--- src/rtl/cci_mpf_prim_fifo_reader.sv ---
// Consumer-side engine for an MPF prim FIFO (first/notEmpty/deq_en). Pops the FIFO head and
// forwards it to a CCI-style channel that flow-controls with almost-full. Adds burst fairness
// gaps, a flush (discard) mode and a wrapping forwarded-word counter.
// Optional simulation checks are compiled in when CCI_MPF_PRIM_FIFO_READER_CHECK_EN is defined.
module cci_mpf_prim_fifo_reader #(
    parameter int unsigned N_DATA_BITS  = 32,
    parameter int unsigned MAX_BURST    = 8,
    parameter int unsigned N_COUNT_BITS = 16
) (
    input  logic                    clk,
    input  logic                    reset,
    input  logic                    enable,
    input  logic                    flush,
    input  logic [N_DATA_BITS-1:0]  in_first,
    input  logic                    in_notEmpty,
    output logic                    in_deq_en,
    output logic [N_DATA_BITS-1:0]  out_data,
    output logic                    out_valid,
    input  logic                    out_almostFull,
    output logic                    flush_done,
    output logic [N_COUNT_BITS-1:0] out_count
);

    // Burst counter only needs to reach MAX_BURST-1 before it is cleared.
    localparam int unsigned BURST_BITS = (MAX_BURST > 2) ? $clog2(MAX_BURST) : 1;
    localparam int unsigned BURST_LAST_INT = (MAX_BURST == 0) ? 0 : MAX_BURST - 1;
    localparam logic [BURST_BITS-1:0] BURST_LAST = BURST_BITS'(BURST_LAST_INT);
    localparam bit GAP_EN = (MAX_BURST != 0);

    typedef enum logic [1:0] {
        StIdle,
        StRun,
        StGap,
        StFlush
    } state_e;

    state_e                  state_q, state_d;
    logic                    af_q;
    logic [N_DATA_BITS-1:0]  out_data_q, out_data_d;
    logic                    out_valid_q, out_valid_d;
    logic                    flush_done_q, flush_done_d;
    logic [N_COUNT_BITS-1:0] count_q, count_d;
    logic [BURST_BITS-1:0]   burst_q, burst_d;
    logic                    deq;

    // Next-state, pop decision and output-register updates.
    always_comb begin
        state_d      = state_q;
        deq          = 1'b0;
        out_data_d   = out_data_q;
        out_valid_d  = 1'b0;
        flush_done_d = 1'b0;
        count_d      = count_q;
        burst_d      = burst_q;

        unique case (state_q)
            StIdle: begin
                burst_d = '0;
                if (flush) begin
                    state_d = StFlush;
                end else if (enable) begin
                    state_d = StRun;
                end
            end
            StRun: begin
                // af_q (not the raw input) gates pops; the 2-entry slack absorbs the lag.
                deq = in_notEmpty && !af_q && !flush;
                if (deq) begin
                    out_data_d  = in_first;
                    out_valid_d = 1'b1;
                    count_d     = count_q + N_COUNT_BITS'(1);
                    burst_d     = burst_q + BURST_BITS'(1);
                end else begin
                    burst_d = '0;
                end
                if (flush) begin
                    state_d = StFlush;
                end else if (!enable) begin
                    state_d = StIdle;
                end else if (GAP_EN && deq && (burst_q == BURST_LAST)) begin
                    state_d = StGap;
                    burst_d = '0;
                end
            end
            StGap: begin
                if (flush) begin
                    state_d = StFlush;
                end else if (!enable) begin
                    state_d = StIdle;
                end else begin
                    state_d = StRun;
                end
            end
            StFlush: begin
                // Drain regardless of enable/almost-full; popped words are dropped.
                burst_d = '0;
                deq     = in_notEmpty;
                if (!in_notEmpty) begin
                    flush_done_d = 1'b1;
                    state_d      = StIdle;
                end
            end
            default: begin
                state_d = StIdle;
            end
        endcase
    end

    // State and output registers with synchronous active-high reset.
    always_ff @(posedge clk) begin
        if (reset) begin
            state_q      <= StIdle;
            af_q         <= 1'b0;
            out_data_q   <= '0;
            out_valid_q  <= 1'b0;
            flush_done_q <= 1'b0;
            count_q      <= '0;
            burst_q      <= '0;
        end else begin
            state_q      <= state_d;
            af_q         <= out_almostFull;
            out_data_q   <= out_data_d;
            out_valid_q  <= out_valid_d;
            flush_done_q <= flush_done_d;
            count_q      <= count_d;
            burst_q      <= burst_d;
        end
    end

    assign in_deq_en  = deq && !reset;
    assign out_data   = out_data_q;
    assign out_valid  = out_valid_q;
    assign flush_done = flush_done_q;
    assign out_count  = count_q;

`ifdef CCI_MPF_PRIM_FIFO_READER_CHECK_EN
    // Saturating count of consecutive cycles with almost-full high.
    logic [1:0] af_run_q;

    // Track how long downstream has been almost full.
    always_ff @(posedge clk) begin
        if (reset) begin
            af_run_q <= 2'd0;
        end else if (out_almostFull) begin
            if (af_run_q != 2'd3) begin
                af_run_q <= af_run_q + 2'd1;
            end
        end else begin
            af_run_q <= 2'd0;
        end
    end

    // Protocol sanity checks.
    always @(posedge clk) begin
        if (!reset) begin
            if (in_deq_en && !in_notEmpty) begin
                $fatal(1, "cci_mpf_prim_fifo_reader: in_deq_en while FIFO empty");
            end
            if (out_valid && (af_run_q == 2'd3)) begin
                $fatal(1, "cci_mpf_prim_fifo_reader: out_valid after 3+ cycles of almost-full");
            end
            if ($isunknown(flush)) begin
                $fatal(1, "cci_mpf_prim_fifo_reader: flush is X/Z");
            end
        end
    end
`endif

endmodule

--- config.mk ---
export PLATFORM = sky130hd
export DESIGN_NAME = cci_mpf_prim_fifo_reader
export DESIGN_NICKNAME = d
export VERILOG_FILES = /design/src/rtl/cci_mpf_prim_fifo_reader.sv
export SDC_FILE = /design/constraint.sdc
export NUM_CORES = 1
export LEC_CHECK = 0
export BUFFER_PORTS_ARGS = -buffer_cell sky130_fd_sc_hd__buf_2
export CAP_MARGIN = 20
export CORE_MARGIN = 5
export CORE_UTILIZATION = 48
export CTS_CLUSTER_SIZE = 25
export DETAILED_ROUTE_END_ITERATION = 16
export PLACE_DENSITY = 0.79
export SETUP_SLACK_MARGIN = 0.4
export SLEW_MARGIN = 20
export SYNTH_ARGS = -nofsm -noshare
export SYNTH_HDL_FRONTEND = slang
export SYNTH_SLANG_ARGS = --single-unit
--- constraint.sdc ---
create_clock -name clk -period 2.5 [get_ports clk]
set_input_delay 0.125 -clock clk [delete_from_list [all_inputs] [get_ports clk]]
set_output_delay 0.125 -clock clk [all_outputs]
set_load 0.02 [all_outputs]
After elaboration in Yosys (flattened, before gate mapping)
Cells that the tools add are included.
- multiplexer cells: 17
- bitwise logic cells: 2
- reductions and logical operators: 14
- add/sub/neg operators: 2
- equality and inequality tests: 7
- operators by type and width (operator ; count):
    adder 16 x 1 -> 16 bit, second input constant ; 1
    two-way mux 2 bit ; 7
    two-way mux 3 bit ; 4
    one-hot mux 2 bit (4 select lines) ; 1
    one-hot mux 3 bit (2 select lines) ; 1
    OR reduction 2 bit ; 3
    equality test 2 bit, second input constant ; 2
    logical AND 1 bit ; 4
    != test 4 bit, second input constant ; 1
    adder 3 x 1 -> 3 bit, second input constant ; 1
    equality test 3 bit, second input constant ; 1
    zero test 1 bit ; 3
    two-way mux 1 bit ; 3
    != test 3 bit, second input constant ; 1
    AND reduction 3 bit ; 1
    equality test 2 x 1 -> 1 bit, second input constant ; 1
    zero test 2 bit ; 1
    != test 2 bit, second input constant ; 1
    NOT 1 bit ; 2
    one-hot mux 1 bit (2 select lines) ; 1
    AND reduction 2 bit ; 1
    nonzero test 2 bit ; 1
- output and inout bits: 51
- bits of input ports: 38
- logic and storage cells: 49
- register bits after elaboration: 56

Logic depth before layout (Yosys ltp)
Gate-level depths: netlist of run 1.
- depth after elaboration: 8
- mapped depth: 8
- depth with buffers taken out: 6

Least setup slack after synthesis of run 1
Ideal clock, no wire load.
- path type: register to register
- start: register state_q[1]
- end: register count_q[15] (netlist: out_count[15])
- slack: 0.634 ns
- path buffers: 1
- arrival: 1.796 ns
- data required time: 2.430 ns
- period minus slack after synthesis: 1.866 ns
- cell stages (with the launch flop): 8
- setup time: 0.070 ns
- cells stage by stage: dfxtp_1 inv_1 ha_1 nand4bb_1 clkbuf_1 or2_2 or4_1 a21oi_1
- longest elaborated chain between the ends: 2
- ends and longest elaborated chain (what ; line ; text):
    start: declaration ; 37 ; state_e state_q, state_d;
    start signal: assignment ; 112 ; state_q <= StIdle;
    start signal: assignment ; 120 ; state_q <= state_d;
    equality test 2 x 1 -> 1 bit ; 56 ; unique case (state_q)
    AND reduction 2 bit (no source line) ; n/a ;
    end signal: assignment ; 125 ; count_q <= count_d;
    end: declaration ; 42 ; logic [N_COUNT_BITS-1:0] count_q, count_d;
No other way between the ends.
A chain may end at the register's enable or synchronous reset.

Worst setup path after layout of run 1
Same ends and word-level chain as after synthesis.

==> impl_metrics.tcl, run 1 <==
set metrics [dict create \
    dp_slack_ns 0.411 \
    finalCritPeriodShare_pct 78.9 \
    comb_power_share_pct 15.3 \
    grt_max_degree 39 \
    final_cell_mix "88 x buf_2, 72 x nand2_1, 56 x dfxtp_1" \
    dieArea_mm2 0.00610 \
    syn_inst 267 \
    finalHoldViolations 0 \
    synth_top_area_share_pct 50.4 \
    place_area_mm2 0.00273 \
    drtPass1Iterations 4 \
    pwr_density_cell_mw_per_mm2 603 \
    rsz0062_at_grt "no" \
    ctsLongestPathBuffers 2 \
    design.core.area_mm2 0.00441 \
    hold_path.class "in2reg" \
    syn-cell-area_mm2 0.00222 \
    regArea_mm2 0.00112 \
    grt_pass1_vias 1970 \
    fin_tns_setup_ns 0 \
    grt-ovfl-total 0 \
    skew_ns 0.00842 \
    cts.reportedPaths.clkPinSlew_ns 0.10 \
    start_kind "flip-flop" \
    port_buffers 88 \
    run_status "finished, final reports clean" \
    tightest_slew_ns 0.679 \
    wirelength_um 5070 \
    synth_area_leader_cell "dfxtp_1" \
    cp.arrival_ns 2.20 \
    die_h_um 78.1 \
    power_frac_clock_pct 29.5 \
    slew_headroom_pct 54.7 \
    seq_area_frac_synth_pct 50.4 \
    synth_nets 312 \
    setup_viol 0 \
    wl_per_cell_um 12.5 \
    synth_area_leaders "dfxtp_1 50%, nand2_1 12%, a21oi_1 9.2%" \
    via_per_inst 5.03 \
    period_minus_slack_ns 1.97 \
    worstPathRequired_ns 2.73 \
    criticalPathCategory "reg2reg" \
    cts_inserted_buffers 5 \
    switching_share_pct 26.5 \
    leakage_nw 1.23 \
    gp_congestion 0.791 \
    area_delta_synth_final_pct 27.7 \
    peakVddDrop_v 0.000347 \
    ctsRootBufferMaster "clkbuf_8" \
    clk_latency_ns 0.30 \
    chipWidth_um 78.1 \
    grt_pass1_wl_um 8470 \
    seqPwrFrac_pct 55.2 \
    final_area_mm2 0.00284 \
    crit_path_max_fanout 10 \
    internal_power_mw 1.26 \
    p_switching_mw 0.454 \
    ys_seq_elements 56 \
    hold_buffers 0 \
    finalNonFillerCells 405 \
    setup_ws_ns 0.528 \
    drt_iter0_markers 92 \
    synth.avg_cell_area_um2 8.33 \
    maxCapViolCount 0 \
    cts_tree "built" \
    n_antenna_cell 0 \
    whs_ns 0.0443 \
    rows 24 \
    finalMaxSlewViolations 0 \
    ys_warn_count 0 \
    synth_cell_type_count 33 \
    mostFrequentLayoutCell "buf_2" \
    multi_input_area_mm2 0.00107 \
    cts_sinks 56 \
    fillers 403 \
    drive_gt1_share_pct 30.6 \
    ant_nets 0 \
    clock.fmax_ghz 0.507 \
    hpwl_um 3720 \
    globalRouteTotalUtil_pct 16.3 \
    cts.htree.levels 2 \
    fin_nets 397 \
    antenna_found_initial 0 \
    io_pins 89 \
    initial_core_util_pct 50.4 \
    dp.cells 397 \
    via_count 2039 \
    crit_path_end_kind "flip-flop" \
    drc_errors 0 \
]
-- timing repair --
action	4_1_cts	5_1_grt
gates resized for setup	0	2
buffers inserted	0	0
endpoints found under the setup margin	0	5
-- routing by layer --
metal  up-vias  GRT usage [%]  share of wire, %
met3         2           5.72                10
met4         0           3.55              0.34
li1       1061              -                 -
met2        70           28.4                46
met5         -              0                 0
met1       906           19.2                43
-- final cells by class --
| class | instances | share of cell area (%) |
|---|---|---|
| Multi-Input combinational cell | 192 | 37.5 |
| Clock inverter | 2 | 0.484 |
| Sequential cell | 56 | 39.5 |
| Tap cell | 52 | 2.29 |
| Inverter | 4 | 0.528 |
| Clock buffer | 6 | 2.91 |
| Timing Repair Buffer | 93 | 16.8 |
-- synth_stat cells --
cell / number
nand4bb_1: 2
nand3b_1: 1
buf_1: 2
dfxtp_1: 56
nor4_1: 4
and2_1: 1
or4_1: 1
nor2b_1: 2
nand4_2: 1
a211oi_1: 2
o31ai_1: 1
and3b_1: 1
xnor2_1: 8
nand4_1: 3
a22oi_1: 2
a21oi_1: 41
mux2_2: 1
nand3_1: 4
mux2i_1: 1
ha_1: 7
nor3_1: 3
nand2_1: 72
a21o_1: 1
or2_2: 1
clkbuf_1: 13
or3_1: 3
inv_1: 4
nor2_1: 17
or4b_4: 1
xor2_1: 3
nor3b_1: 1
nor4bb_1: 1
o21ai_0: 6
-- flip-flops by register name (all words and copies together), names as in the netlist --
signal / count
out_valid: 1
out_data: 32
burst_q: 3
flush_done: 1
af_q: 1
state_q: 2
out_count: 16
-- cells by family (layout without fill, tap and decap cells) --
family / count (synthesis) / count (layout) / share of synthesized area, %
adder cells (fa/ha/maj): 7 / 7 / 3.94
multiplexers: 2 / 2 / 0.956
AND/OR/NAND/NOR: 119 / 119 / 24.6
flip-flops: 56 / 56 / 50.4
XOR/XNOR: 11 / 11 / 4.33
buffers and inverters: 19 / 105 / 3.21
AO/OA/AOI/OAI: 53 / 53 / 12.6
-- worst max-delay path: stages (launching register included) --
cell and delay, ns:
dfxtp_1 0.34, inv_1 0.10, ha_2 0.25, nand4bb_4 0.19, or2_2 0.38, or4_1 0.51, a21oi_1 0.14
-- power by group through the flow --
stage / clock (mW) / sequential [mW] / combinational (mW)
CTS: 0.531 / 0.946 / 0.258
global route: 0.564 / 0.952 / 0.291
floorplan: 0 / 0.993 / 0.134
detailed placement: 0 / 0.967 / 0.258
global placement: 0 / 0.966 / 0.255
finish: 0.506 / 0.946 / 0.262
-- final timing paths --
check	start	to	slack (ns)	cells after the start
max	state_q[1]	out_count[15]	0.53	6
min	out_almostFull	af_q	0.04	2
max reg2reg	state_q[1]	out_count[15]	0.53	6
min reg2reg	out_data[30]	out_data[30]	0.45	2
-- through the flow --
step           utilization [%]  total power, mW
3_5_place_dp              61.9             1.22
5_1_grt                   64.4             1.81
4_1_cts                   64.1             1.74
6_report                  64.4             1.71
2_1_floorplan                -             1.13
3_3_place_gp              61.9             1.22
No activity file was read; power rests on OpenSTA's default activity.
==> run 2: changes to the inputs <==
==> constraint.sdc (replaced) <==
create_clock -name clk -period 1.82 [get_ports clk]
set_input_delay 0.091 -clock clk [delete_from_list [all_inputs] [get_ports clk]]
set_output_delay 0.091 -clock clk [all_outputs]
set_load 0.02 [all_outputs]
==> impl_metrics.tcl, run 2 (synthesized netlist as in run 1, its figures left out) <==
set metrics [dict create \
    run_status "finished, final reports clean" \
    drtPass1Iterations 4 \
    totalPowerFinal_mw 2.70 \
    rsz0062_at_grt "yes" \
    critical-path-top-delay-family "simple AND/OR/NAND/NOR gates" \
    cpPeakStageDelay_ns 0.33 \
    grt-ovfl-total 0 \
    leakage_nw 1.51 \
    fin_nets 439 \
    finalMaxSlewViolations 0 \
    path_buf_inv 3 \
    dp_slack_ns 0.128 \
    initial_core_util_pct 50.4 \
    cts_sinks 56 \
    slew_headroom_pct 72.5 \
    mostFrequentLayoutCell "buf_2" \
    start_kind "flip-flop" \
    cts.reportedPaths.clkPinSlew_ns 0.10 \
    pwr_density_cell_mw_per_mm2 765 \
    criticalPathCategory "reg2reg" \
    final_cell_mix "88 x buf_2, 62 x nand2_1, 43 x dfxtp_1" \
    ctsRootBufferMaster "clkbuf_8" \
    design.core.area_mm2 0.00441 \
    peakVddDrop_v 0.000693 \
    n_antenna_cell 0 \
    place_area_mm2 0.00284 \
    dp.cells 401 \
    cts_tree "built" \
    worstPathRequired_ns 2.06 \
    tightest_slew_ns 0.413 \
    setup_ws_ns 0.131 \
    fin_util_pct 80.1 \
    rows 24 \
    antenna_found_initial 0 \
    crit_path_max_fanout 4 \
    drive_gt1_share_pct 48.4 \
    area_delta_synth_final_pct 58.9 \
    drc_errors 0 \
    hpwl_um 4070 \
    ctsLongestPathBuffers 2 \
    crit_chain "inv_2, ha_4, buf_4, nor4bb_4, buf_6, nand4_1, or3_1, a21oi_1" \
    die_h_um 78.1 \
    slowest_stage "dfxtp_2" \
    fin_tns_setup_ns 0 \
    via_per_inst 5.25 \
    clock.fmax_ghz 0.592 \
    clk_latency_ns 0.32 \
    dieArea_mm2 0.00610 \
    maxCapViolCount 0 \
    hold_path.class "in2reg" \
    crit_path_end_kind "flip-flop" \
    wirelength_um 6850 \
    finalHoldViolations 0 \
    grt_max_degree 25 \
    fillers 290 \
    setup_viol 0 \
    final_area_mm2 0.00353 \
    cts_inserted_buffers 5 \
    ant_nets 0 \
    grt_pass1_vias 2171 \
    globalRouteTotalUtil_pct 20.2 \
    drt_iter0_markers 110 \
    cts.htree.levels 2 \
    finalCritPeriodShare_pct 92.8 \
    gp_congestion 0.791 \
    via_count 2347 \
    finalNonFillerCells 447 \
    grt_pass1_wl_um 10000 \
    wl_per_cell_um 15.3 \
    io_pins 89 \
    skew_ns 0.00483 \
    largest_reg_flops 32 \
    period_minus_slack_ns 1.69 \
    chipWidth_um 78.1 \
    port_buffers 88 \
    cp.arrival_ns 1.93 \
    whs_ns 0.00600 \
]
## run 2: changes by cell type in the layout (fill, tap and decap cells not counted), moves of 6 or more
cell	delta
dfxtp_4	+6
a21oi_1	-17
dfxtp_2	+7
nand2_2	+10
dfxtp_1	-13
nand2_1	-10
dlygate4sd3_1	+13
a21oi_2	+17
buf_6	+7
buf_4	+16
## run 2: path summary, 6_finish.rpt
path | from | to | slack [ns] | cells past startpoint
setup / recovery | state_q[1] | out_count[14] | 0.13 | 8
hold / removal | in_first[29] | out_data[29] | 0.006 | 3
setup reg to reg | state_q[1] | out_count[14] | 0.13 | 8
hold reg to reg | out_data[30] | out_data[30] | 0.46 | 2
## run 2: layout make-up
cell class              instances  area (um^2)  share of cell area [%]
clock buffers                   7          108                    3.04
inverters                       4         15.0                   0.425
clock inverters                 1         8.76                   0.248
multi-input cells             192         1240                    35.2
flip-flops and latches         56         1150                    32.6
well taps                      52         65.1                    1.84
repair buffers                135          942                    26.7
## run 2: power breakdown
part           switching (mW)  internal, mW  leakage (nW)
Clock                   0.420         0.396        0.0596
Sequential             0.0324          1.27         0.461
Combinational           0.288         0.298         0.993
## run 2: worst min-delay path, cell delays in order
cell,delay (ns)
buf_2,0.10
nand2_1,0.04
a21oi_1,0.05
## run 2: what timing repair did
item,in CTS,in global routing
pin swaps,12,12
endpoints found under the setup margin,33,54
hold buffers,8,5
resized for setup,20,34
setup buffers,20,2
cloned,2,1
endpoints found under the hold margin,8,5
## run 2: per-layer routing
layer / up-vias / share of wire, % / global-route usage, % / routed length (um)
met5: - / 0 / 0 / 0
met4: 0 / 1.8 / 6.59 / 122
met3: 14 / 6.0 / 5.84 / 408
met2: 75 / 53 / 36.6 / 3660
met1: 1108 / 39 / 22.4 / 2660
li1: 1150 / - / - / -
